<file path="config.mk">
export PLATFORM = sky130hd
export DESIGN_NAME = serial_adder
export DESIGN_NICKNAME = d
export VERILOG_FILES = /design/src/rtl/serial_adder.sv
export SDC_FILE = /design/constraint.sdc
export NUM_CORES = 1
export LEC_CHECK = 0
export ABC_AREA = 0
export BUFFER_PORTS_ARGS = -buffer_cell sky130_fd_sc_hd__clkbuf_2
export CAP_MARGIN = 20
export CORE_MARGIN = 4
export CORE_UTILIZATION = 41
export DETAILED_ROUTE_END_ITERATION = 12
export PLACE_DENSITY = 0.63
export SKIP_LAST_GASP = 1
export SYNTH_ARGS = -nofsm -noshare
export SYNTH_HDL_FRONTEND = slang
export SYNTH_SLANG_ARGS = --single-unit
</file>
<file path="constraint.sdc">
create_clock -name i_clk -period 1.5 [get_ports i_clk]
set_input_delay 0 -clock i_clk [delete_from_list [all_inputs] [get_ports i_clk]]
set_output_delay 0 -clock i_clk [all_outputs]
set_load 0.005 [all_outputs]
</file>
<file path="src/rtl/serial_adder.sv">
// Multi-cycle adder/subtractor: BITS_PER_CYCLE operand bits per clock pass
// through a ripple chain of full adders; the carry is held between cycles.
// Subtraction is A + ~B + 1. Results update only when entering DONE.
module serial_adder #(
  parameter int WIDTH          = 8,
  parameter int BITS_PER_CYCLE = 1
) (
  input  logic             i_clk,
  input  logic             i_rst_n,
  input  logic             i_start,
  input  logic [WIDTH-1:0] i_a,
  input  logic [WIDTH-1:0] i_b,
  input  logic             i_cin,
  input  logic             i_sub,
  output logic             o_busy,
  output logic             o_done,
  output logic [WIDTH-1:0] o_sum,
  output logic             o_cout,
  output logic             o_ovf
);

  localparam int STEPS = WIDTH / BITS_PER_CYCLE;
  localparam int CW    = $clog2(STEPS + 1);

  typedef enum logic [1:0] {IDLE, RUN, DONE} state_t;

  state_t                          state;
  state_t                          state_nxt;
  logic [WIDTH-1:0]                sh_a;
  logic [WIDTH-1:0]                sh_b;
  logic [WIDTH-1:0]                sh_s;
  logic                            carry;
  logic [CW-1:0]                   count;
  logic [BITS_PER_CYCLE-1:0]       psum;
  logic                            ripple_c;
  logic                            c_top;
  logic                            c_out;
  logic [WIDTH+BITS_PER_CYCLE-1:0] s_cat;
  logic [WIDTH-1:0]                s_next;
  logic                            last_step;
  logic                            accept;

  assign last_step = (count == CW'(STEPS - 1));
  assign accept    = i_start && ((state == IDLE) || (state == DONE));

  // New partial sum enters at the MSB end; concatenation keeps this legal
  // when one step covers the whole word (BITS_PER_CYCLE == WIDTH).
  assign s_cat  = {psum, sh_s};
  assign s_next = s_cat[WIDTH+BITS_PER_CYCLE-1:BITS_PER_CYCLE];

  // Ripple chain over the low slice; c_top is the carry into the slice's top bit
  always_comb begin
    ripple_c = carry;
    c_top    = carry;
    psum     = '0;
    for (int unsigned i = 0; i < BITS_PER_CYCLE; i++) begin
      c_top    = ripple_c;
      psum[i]  = sh_a[i] ^ sh_b[i] ^ ripple_c;
      ripple_c = (sh_a[i] & sh_b[i]) | (ripple_c & (sh_a[i] ^ sh_b[i]));
    end
    c_out = ripple_c;
  end

  // State register
  always_ff @(posedge i_clk or negedge i_rst_n) begin
    if (!i_rst_n) state <= IDLE;
    else          state <= state_nxt;
  end

  // Next-state logic
  always_comb begin
    state_nxt = state;
    case (state)
      IDLE:    if (i_start) state_nxt = RUN;
      RUN:     if (last_step) state_nxt = DONE;
      DONE:    state_nxt = i_start ? RUN : IDLE;
      default: state_nxt = IDLE;
    endcase
  end

  // Status outputs decoded from state
  always_comb begin
    o_busy = (state == RUN);
    o_done = (state == DONE);
  end

  // Operand load, per-step shift/accumulate, result capture on the final step
  always_ff @(posedge i_clk or negedge i_rst_n) begin
    if (!i_rst_n) begin
      sh_a   <= '0;
      sh_b   <= '0;
      sh_s   <= '0;
      carry  <= 1'b0;
      count  <= '0;
      o_sum  <= '0;
      o_cout <= 1'b0;
      o_ovf  <= 1'b0;
    end else if (accept) begin
      sh_a  <= i_a;
      sh_b  <= i_sub ? ~i_b : i_b;
      carry <= i_sub ? 1'b1 : i_cin;
      count <= '0;
    end else if (state == RUN) begin
      sh_a  <= sh_a >> BITS_PER_CYCLE;
      sh_b  <= sh_b >> BITS_PER_CYCLE;
      sh_s  <= s_next;
      carry <= c_out;
      count <= count + CW'(1);
      if (last_step) begin
        o_sum  <= s_next;
        o_cout <= c_out;
        o_ovf  <= c_top ^ c_out;
      end
    end
  end

endmodule

</file>
* Yosys cells after proc, flatten, opt, wreduce, memory -nomap -nowiden
Index checks and enable logic that the tools add are counted.
** Storage, ports and cells
- Word-level logic and storage cells :: 44
- Input port bits :: 21
- Bits in registers :: 41
- Output and inout bits :: 12
** Cells by class
- Add/sub/neg operators :: 1
- Eq/ne operators :: 5
- Reduce and logical (&&, ||, !) cells :: 7
- Multiplexer cells :: 14
- Bitwise gates (word level) :: 8
** Operator list (number)
- 2-to-1 mux 8 bit :: 5
- 2-to-1 mux 4 bit :: 2
- inverter 8 bit :: 1
- one-hot mux 2 bit (3 select lines) :: 1
- adder 4 x 1 -> 4 bit (second input constant) :: 1
- == test 4 x 3 -> 1 bit (second input constant) :: 1
- 2-to-1 mux 1 bit :: 4
- 2-to-1 mux 2 bit :: 2
- AND reduction 2 bit :: 2
- AND reduction 3 bit :: 1
- bitwise XOR 1 bit :: 3
- AND 1 bit :: 2
- == test 2 x 1 -> 1 bit (second input constant) :: 1
- == test 2 bit (second input constant) :: 1
- logical NOT 2 bit :: 1
- inequality test 2 x 1 -> 1 bit (second input constant) :: 1
- inequality test 2 bit (second input constant) :: 1
- nonzero test 2 bit :: 1
- logical AND 1 bit :: 1
- logical OR 1 bit :: 1
- inverter 1 bit :: 1
- bitwise OR 1 bit :: 1

* Logic depth before layout (Yosys ltp)
Gate-level depths: netlist of run 1.
- Depth in word-level cells :: 5
- Depth in mapped cells :: 6
- Depth with buffers taken out :: 4

* Least setup slack after synthesis of run 1
No wires, ideal clock.
- Kind :: register to register
- From :: reg sh_a[0]
- To :: reg o_ovf
- Slack :: 0.126 ns
- Data arrival time :: 1.249 ns
- Data required time :: 1.375 ns
- Path buffers :: 0
- Stages on the path, launching flop included :: 4
- Library setup time :: 0.125 ns
- Path through :: dfrtp_1 > fa_1 > xor2_1 > mux2_2
** Between the ends
- Longest elaborated chain between the ends :: 4
** RTL lines
- start: declaration :: line 29 : logic [WIDTH-1:0] sh_a;
- start signal: assignment :: line 99 : sh_a <= i_a;
- start signal: assignment :: line 104 : sh_a <= sh_a >> BITS_PER_CYCLE;
- bitwise XOR 1 bit :: line 59 : ripple_c = (sh_a[i] & sh_b[i]) | (ripple_c & (sh_a[i] ^ sh_b[i]));
- AND 1 bit :: line 59
- bitwise OR 1 bit * :: line 59
- named net c_out :: line 37 : logic c_out;
- bitwise XOR 1 bit * :: line 112 : o_ovf <= c_top ^ c_out;
- end signal: assignment :: line 112
- end: declaration :: line 19 : output logic o_ovf
Mark *: on every way through the listed nets, which the timed path passes. The rest lies on a longest branch.
A chain may end at the register's enable or synchronous reset.

* Final worst setup path of run 1
- From :: reg count[0]
- To :: reg o_sum[0]
** Between the ends
- Longest elaborated chain between the ends :: 2
** RTL lines
- start: declaration :: line 33 : logic [CW-1:0] count;
- start signal: assignment :: line 108 : count <= count + CW'(1);
- == test 4 x 3 -> 1 bit :: line 43 : assign last_step = (count == CW'(STEPS - 1));
- AND reduction 3 bit (no line)
- end signal: assignment :: line 110 : o_sum <= s_next;
- end: declaration :: line 17 : output logic [WIDTH-1:0] o_sum,
Every way passes these cells.

==> results.cfg, run 1 <==
[logic_synthesis]
synth.distinct_cells = 27
synth_cells = 171
syn-num-nets = 194
syn_area_per_cell_sq_um = 10.3
syn_area_sq_um = 1770
ys_warn_count = 0
synth_edf_count = 0
ys_async_sr_fraction_pct = 100
seq_area_frac_synth_pct = 56.6
synthFlopType = dfrtp_1
ys_ff_latch = 40

[floorplanning]
ioPinCount = 33
design.core.area_sq_um = 4090
fp.dieArea_sq_um = 5430
chipWidth_um = 73.7
die_h_um = 73.7
core.rowCount = 23
initial_utilization_pct = 43.3

[sta]
tightest_slew_ns = 0.497
hold_violations = 0
final_max_slew_viol_count = 0
period_minus_slack_ns = 1.47
worst_slew_margin_rel_pct = 66.9
grt_setup_unrepaired = yes
setup_viol = 0
fin_crit_sh_pct = 97.8
fmax_mhz = 682
layout_setup_ws_ns = 0.0334
fin_worst_skew_ns = 0.00492
setup_tns_ns = 0

[clock_tree]
clkSinkCount = 40
ctsRootBufferMaster = clkbuf_8
clockBufferDepth = 2
cts_tree = built
insertion_delay_ns = 0.29
path_clk_slew_ns = 0.07
htree_levels = 2
numCtsBuffers = 5

[cells_and_area]
layout_commonest_cell = nand2_1
final_nets = 245
area_delta_synth_final_pct = 27.3
final_cell_mix = 50 x nand2_1, 40 x dfrtp_1, 32 x clkbuf_2
layout.cells.non_filler = 273
utilization_pct = 55.1
drive_gt1_share_pct = 30.9
num_antenna_cells = 0

[global_routing]
grt_overflow = 0
grt_pass1_vias = 1462
antenna_found_initial = 0
grt_max_degree = 24
track_usage_pct = 15.0
grt_pass1_wl_mm = 6.33

[detailed_routing]
vias = 1408
avgRoutedWirePerCell_um = 13.5
drc = 0
wl_mm = 3.69
dr.pass1.iters = 4
antenna_left = 0
vias_per_cell = 5.16
drtIter0Drc = 56

[critical_path]
cp_max_fo = 7
end_kind = flop
startpoint_type = flop
rrSetupSlack_ns = 0.03
endpoint = o_sum[0]$_DFFE_PN0P_
critPathKind = reg2reg
r2r_cells = 5
cp_data_arrival_time_ns = 1.65
required_ns = 1.68
cp-startpoint = count[0]$_DFFE_PN0P_
rr_startpoint = count[0]$_DFFE_PN0P_
r2r-end = o_sum[0]$_DFFE_PN0P_

[worst_hold_path]
hold_class = in2reg

[placed_design]
port_buffers = 32
place_congestion = 0.733
dp_slack_ns = 0.0269
dp_hpwl_mm = 2.64
place_inst = 254

[job]
drv_cap = 0

[power_and_ir_drop]
vdd_drop_max_v = 0.000918
leakagePower_nw = 1.11
cellPowerDensity_nw_per_um2 = 2000
p_total_mw = 4.50

[status]
status = finished, final reports clean
## worst min-delay path by stage
stage	startpoint	end	depth (start not counted)
final	i_b[4]	sh_b[4]$_DFFE_PN0P_	4
after global routing	i_b[5]	sh_b[5]$_DFFE_PN0P_	4
after CTS	i_b[5]	sh_b[5]$_DFFE_PN0P_	4
after detailed placement	i_rst_n	o_sum[3]$_DFFE_PN0P_	1
after global placement	i_rst_n	sh_s[4]$_DFFE_PN0P_	1
after floorplan	i_rst_n	c_top$_DFFE_PN0P_	0
## final cells by class
| type | count | area (sq um) |
|---|---|---|
| fillers | 375 | 1830 |
| flip-flops and latches | 40 | 1000 |
| multi-input cells | 120 | 716 |
| repair buffers | 54 | 377 |
| clock buffers | 6 | 82.6 |
| well taps | 50 | 62.6 |
| clock inverters | 2 | 10.0 |
| inverters | 1 | 3.75 |
## per-stage QoR
step           hold WS, ns  area, sq um
6_report            0.0131         2250
5_1_grt            0.00717         2250
2_1_floorplan       -0.296         1770
4_1_cts            0.00185         2220
3_5_place_dp      -0.00943         2040
3_3_place_gp       -0.0218         2040
## Yosys cell counts, drive strengths merged, types with 2 or more instances
master,number,area [sq um]
nor2b,2,12.5
mux2,11,124
a31oi,12,75.1
clkbuf,2,7.51
a221o,2,20.0
nor2,18,67.6
nor3,2,21.3
xnor2,2,17.5
nand2,51,191
a22o,2,17.5
nand2b,2,15.0
mux2i,2,20.0
buf,8,50.0
dfrtp,40,1000
xor2,8,70.1
## power by group
| group | internal (mW) | switching (mW) |
|---|---|---|
| logic | 0.909 | 0.942 |
| registers | 1.59 | 0.333 |
| clock network | 0.367 | 0.361 |
| total | 2.86 | 1.64 |
## registers in the layout, summed over array words and instances (netlist names), 2 cells and up
register	count
count	4
state	2
o_sum	8
sh_s	7
sh_b	8
sh_a	8
## worst max-delay path: stages (launching register included)
cell	delay (ns)
dfrtp_1	0.38
ha_2	0.20
nand2_2	0.07
nor3_4	0.20
buf_6	0.16
mux2_2	0.34
## what timing repair did
action | in CTS | in global routing
endpoints found under the setup margin | 0 | 10
resized for setup | 0 | 4
hold buffers | 9 | 0
hold endpoints to repair | 25 | 0
buffers inserted | 0 | 2
## metal layers
layer	global-route usage, %	vias up	part of all wire (%)
li1	-	667	-
met1	18.5	692	44
met2	25.4	44	48
met3	4.65	5	7.1
met4	3.82	0	0.97
met5	0	-	0
## cells by family (layout without fill, tap and decap cells)
| family | Yosys count | after routing | share of synthesized area, % |
|---|---|---|---|
| AND/OR/NAND/NOR | 76 | 76 | 17.8 |
| flip-flops | 40 | 40 | 56.6 |
| AO/OA/AOI/OAI | 19 | 19 | 7.28 |
| multiplexers | 13 | 13 | 8.13 |
| buffers and inverters | 11 | 63 | 3.46 |
| XOR/XNOR | 10 | 10 | 4.95 |
| adder cells (fa/ha/maj) | 2 | 2 | 1.84 |
No activity file was read; power rests on OpenSTA's default activity.
==> run 2, diff against run 1 <==
--- a/config.mk
+++ b/config.mk
@@ -5,13 +5,13 @@
 export SDC_FILE = /design/constraint.sdc
 export NUM_CORES = 1
 export LEC_CHECK = 0
-export ABC_AREA = 0
+export ABC_AREA = 1
 export BUFFER_PORTS_ARGS = -buffer_cell sky130_fd_sc_hd__clkbuf_2
 export CAP_MARGIN = 20
 export CORE_MARGIN = 4
 export CORE_UTILIZATION = 41
 export DETAILED_ROUTE_END_ITERATION = 12
-export PLACE_DENSITY = 0.63
+export PLACE_DENSITY = 0.62
 export SKIP_LAST_GASP = 1
 export SYNTH_ARGS = -nofsm -noshare
 export SYNTH_HDL_FRONTEND = slang
==> run 2 against run 1 <==
Synthesized cell count increased by 40%. Synthesized area increased by 7.4%. First-iteration DRC count increased by 39%. Sequential power decreased by 3%. Final cell count increased by 25%. Register-to-register slack improved by 0.16 ns. Clock power increased by 20%. Critical path depth increased by 3. Die area increased by 6.6%. Global-route usage decreased by 0.69 points. Worst setup slack improved by 0.16 ns.
==> results.cfg, run 2 <==
[detailed_routing]
vias_per_cell = 4.59
wl_mm = 3.75
avgRoutedWirePerCell_um = 11.0
drc = 0
vias = 1560
dr.pass1.iters = 4
antenna_left = 0
drtIter0Drc = 78

[cells_and_area]
drive_gt1_share_pct = 20.8
layout_commonest_cell = nand2_1
final_nets = 310
num_antenna_cells = 0
utilization_pct = 53.0
reg.largest.list = o_sum (8), sh_a (8), sh_b (8)
area_delta_synth_final_pct = 23.1
nFillCells = 421
layout.cells.non_filler = 340
design_area_sq_um = 2340
final_cell_mix = 114 x nand2_1, 40 x dfrtp_1, 32 x clkbuf_2

[critical_path]
cp_data_arrival_time_ns = 1.50
critPathKind = reg2reg
cpMaxStageDelayCell = dfrtp_1
cp_max_fo = 18
crit_path_max_incr_delay_ns = 0.42
cp_common_cell = nand2_1
end_kind = flop
required_ns = 1.69
r2r_cells = 8
rr_startpoint = count[0]$_DFFE_PN0P_
rrSetupSlack_ns = 0.19
r2r-end = o_ovf$_DFFE_PN0P_
crit_chain = ha_1 > nand2_1 > nor2_2 > nand2_2 > buf_12 > inv_1 > nand2_1 > nand2_1
startpoint_type = flop

[placed_design]
place_inst = 322
dp_hpwl_mm = 2.60
postPlaceCellArea_sq_um = 2130
port_buffers = 32
place_congestion = 0.721

[logic_synthesis]
seq_area_frac_synth_pct = 52.7
ys_async_sr_fraction_pct = 100
synth_edf_count = 0
synth.top_cell.area_share_pct = 52.7
synth.distinct_cells = 19
synth_common_cells = 114 x nand2_1, 40 x dfrtp_1, 24 x inv_1, 16 x o21ai_0, 13 x nand3_1
syn-num-nets = 263
syn_area_sq_um = 1900
ys_ff_latch = 40
synthFlopType = dfrtp_1
yosysTopAreaCell = dfrtp_1
synth_cells = 240
synth_area_leaders = dfrtp_1 53%, nand2_1 23%, inv_1 4.7%
yosysMostFrequentCell = nand2_1
syn_area_per_cell_sq_um = 7.92
ys_warn_count = 0

[power_and_ir_drop]
vdd_drop_max_v = 0.000738
leakagePower_nw = 1.30
cellPowerDensity_nw_per_um2 = 1920

[sta]
tightest_slew_ns = 0.501
setup_viol = 0
grt_setup_unrepaired = no
holdWs_ns = 0.0140
hold_violations = 0
setup_tns_ns = 0
fin_crit_sh_pct = 87.1
period_minus_slack_ns = 1.31
worst_slew_margin_rel_pct = 66.6
fin_worst_skew_ns = 0.00957
final_max_slew_viol_count = 0
fmax_mhz = 765

[global_routing]
track_usage_pct = 14.3
grt_overflow = 0
grt_pass1_wl_mm = 7.02
grt_max_degree = 41
grt_pass1_vias = 1577
antenna_found_initial = 0

[status]
status = finished, final reports clean

[floorplanning]
design.core.area_sq_um = 4410
ioPinCount = 33
fp.dieArea_sq_um = 5790
core.rowCount = 24
die_h_um = 76.1
initial_utilization_pct = 43.1
chipWidth_um = 76.1

[clock_tree]
clockBufferDepth = 2
insertion_delay_ns = 0.29
clkSinkCount = 40
numCtsBuffers = 5
ctsRootBufferMaster = clkbuf_8
path_clk_slew_ns = 0.08
cts_tree = built
htree_levels = 2

[worst_hold_path]
hold_path_depth = 5
hold_class = in2reg
hold_end = sh_a[0]$_DFFE_PN0P_
hp-start = i_a[0]

[job]
drv_cap = 0
## run 2: cell count changes after synthesis, moves of 11 or more
cell / before / now
a31oi_1: 12 / 0
inv_1: 0 / 24
mux2_2: 11 / 0
nand2_1: 51 / 114
nand3_1: 0 / 13
nor2_1: 18 / 7
o21ai_0: 1 / 16
## run 2: critical path: cells and delay by family (launching register included)
| kind | cells | cell delay [ns] |
|---|---|---|
| DFF | 1 | 0.42 |
| buffers and inverters | 2 | 0.24 |
| adders and majority gates | 1 | 0.22 |
| and+or+nand+nor | 5 | 0.32 |
## run 2: cells by family (layout without fill, tap and decap cells)
kind of cell	count (synthesis)	count (layout)	synth area share [%]
AND/OR/NAND/NOR	138	138	28.6
buffers and inverters	34	82	8.36
AO/OA/AOI/OAI	24	24	7.70
adder cells (fa/ha/maj)	2	2	1.71
flip-flops	40	40	52.7
XOR/XNOR	2	2	0.922
## run 2: what timing repair did
| action | CTS | global route |
|---|---|---|
| gates resized for setup | 0 | 1 |
| hold buffers | 10 | 0 |
| setup endpoints to repair | 0 | 3 |
| hold endpoints to repair | 49 | 0 |
| setup buffers | 0 | 0 |
## run 2: cell type report
class                           instances  area (sq um)  share of cell area, %
Multi-Input combinational cell        166           743                   31.8
Inverter                               25          93.8                   4.01
Sequential cell                        40          1000                   42.8
Tap cell                               52          65.1                   2.78
Clock buffer                            5          68.8                   2.94
Clock inverter                          3          42.5                   1.82
Timing Repair Buffer                   49           325                   13.9
## run 2: report_power, final
part | total, mW | leakage, nW | switching (mW) | internal, mW
Sequential | 1.86 | 0.505 | 0.287 | 1.57
Clock | 0.871 | 0.0541 | 0.378 | 0.492
Combinational | 1.76 | 0.739 | 1.06 | 0.693
Total | 4.48 | 1.30 | 1.73 | 2.76
## run 2: through the flow
stage                     worst slack, ns  power (mW)
final                               0.193        4.48
after global routing               0.0328        4.95
after CTS                           0.162        4.55
after detailed placement            0.175        3.64
after global placement              0.182        3.58
after floorplan                     0.279        3.11
## run 2: worst max path at each step
stage                                     from           endpoint  slack, ns  cells past startpoint
after floorplan            sh_a[0]$_DFFE_PN0P_  o_ovf$_DFFE_PN0P_       0.28                      4
after global routing      count[0]$_DFFE_PN0P_  o_ovf$_DFFE_PN0P_       0.03                      8
after global placement    count[0]$_DFFE_PN0P_  o_ovf$_DFFE_PN0P_       0.18                      8
after detailed placement  count[0]$_DFFE_PN0P_  o_ovf$_DFFE_PN0P_       0.18                      8
after CTS                 count[0]$_DFFE_PN0P_  o_ovf$_DFFE_PN0P_       0.16                      8
final                     count[0]$_DFFE_PN0P_  o_ovf$_DFFE_PN0P_       0.19                      8
## run 2: layer usage
| metal | routed length (um) | GRT usage [%] | part of all wire (%) |
|---|---|---|---|
| met1 | 1850 | 19.3 | 49 |
| met2 | 1710 | 23.0 | 46 |
| met3 | 134 | 2.84 | 3.6 |
| met4 | 55 | 4.72 | 1.5 |
| met5 | 0 | 0 | 0 |
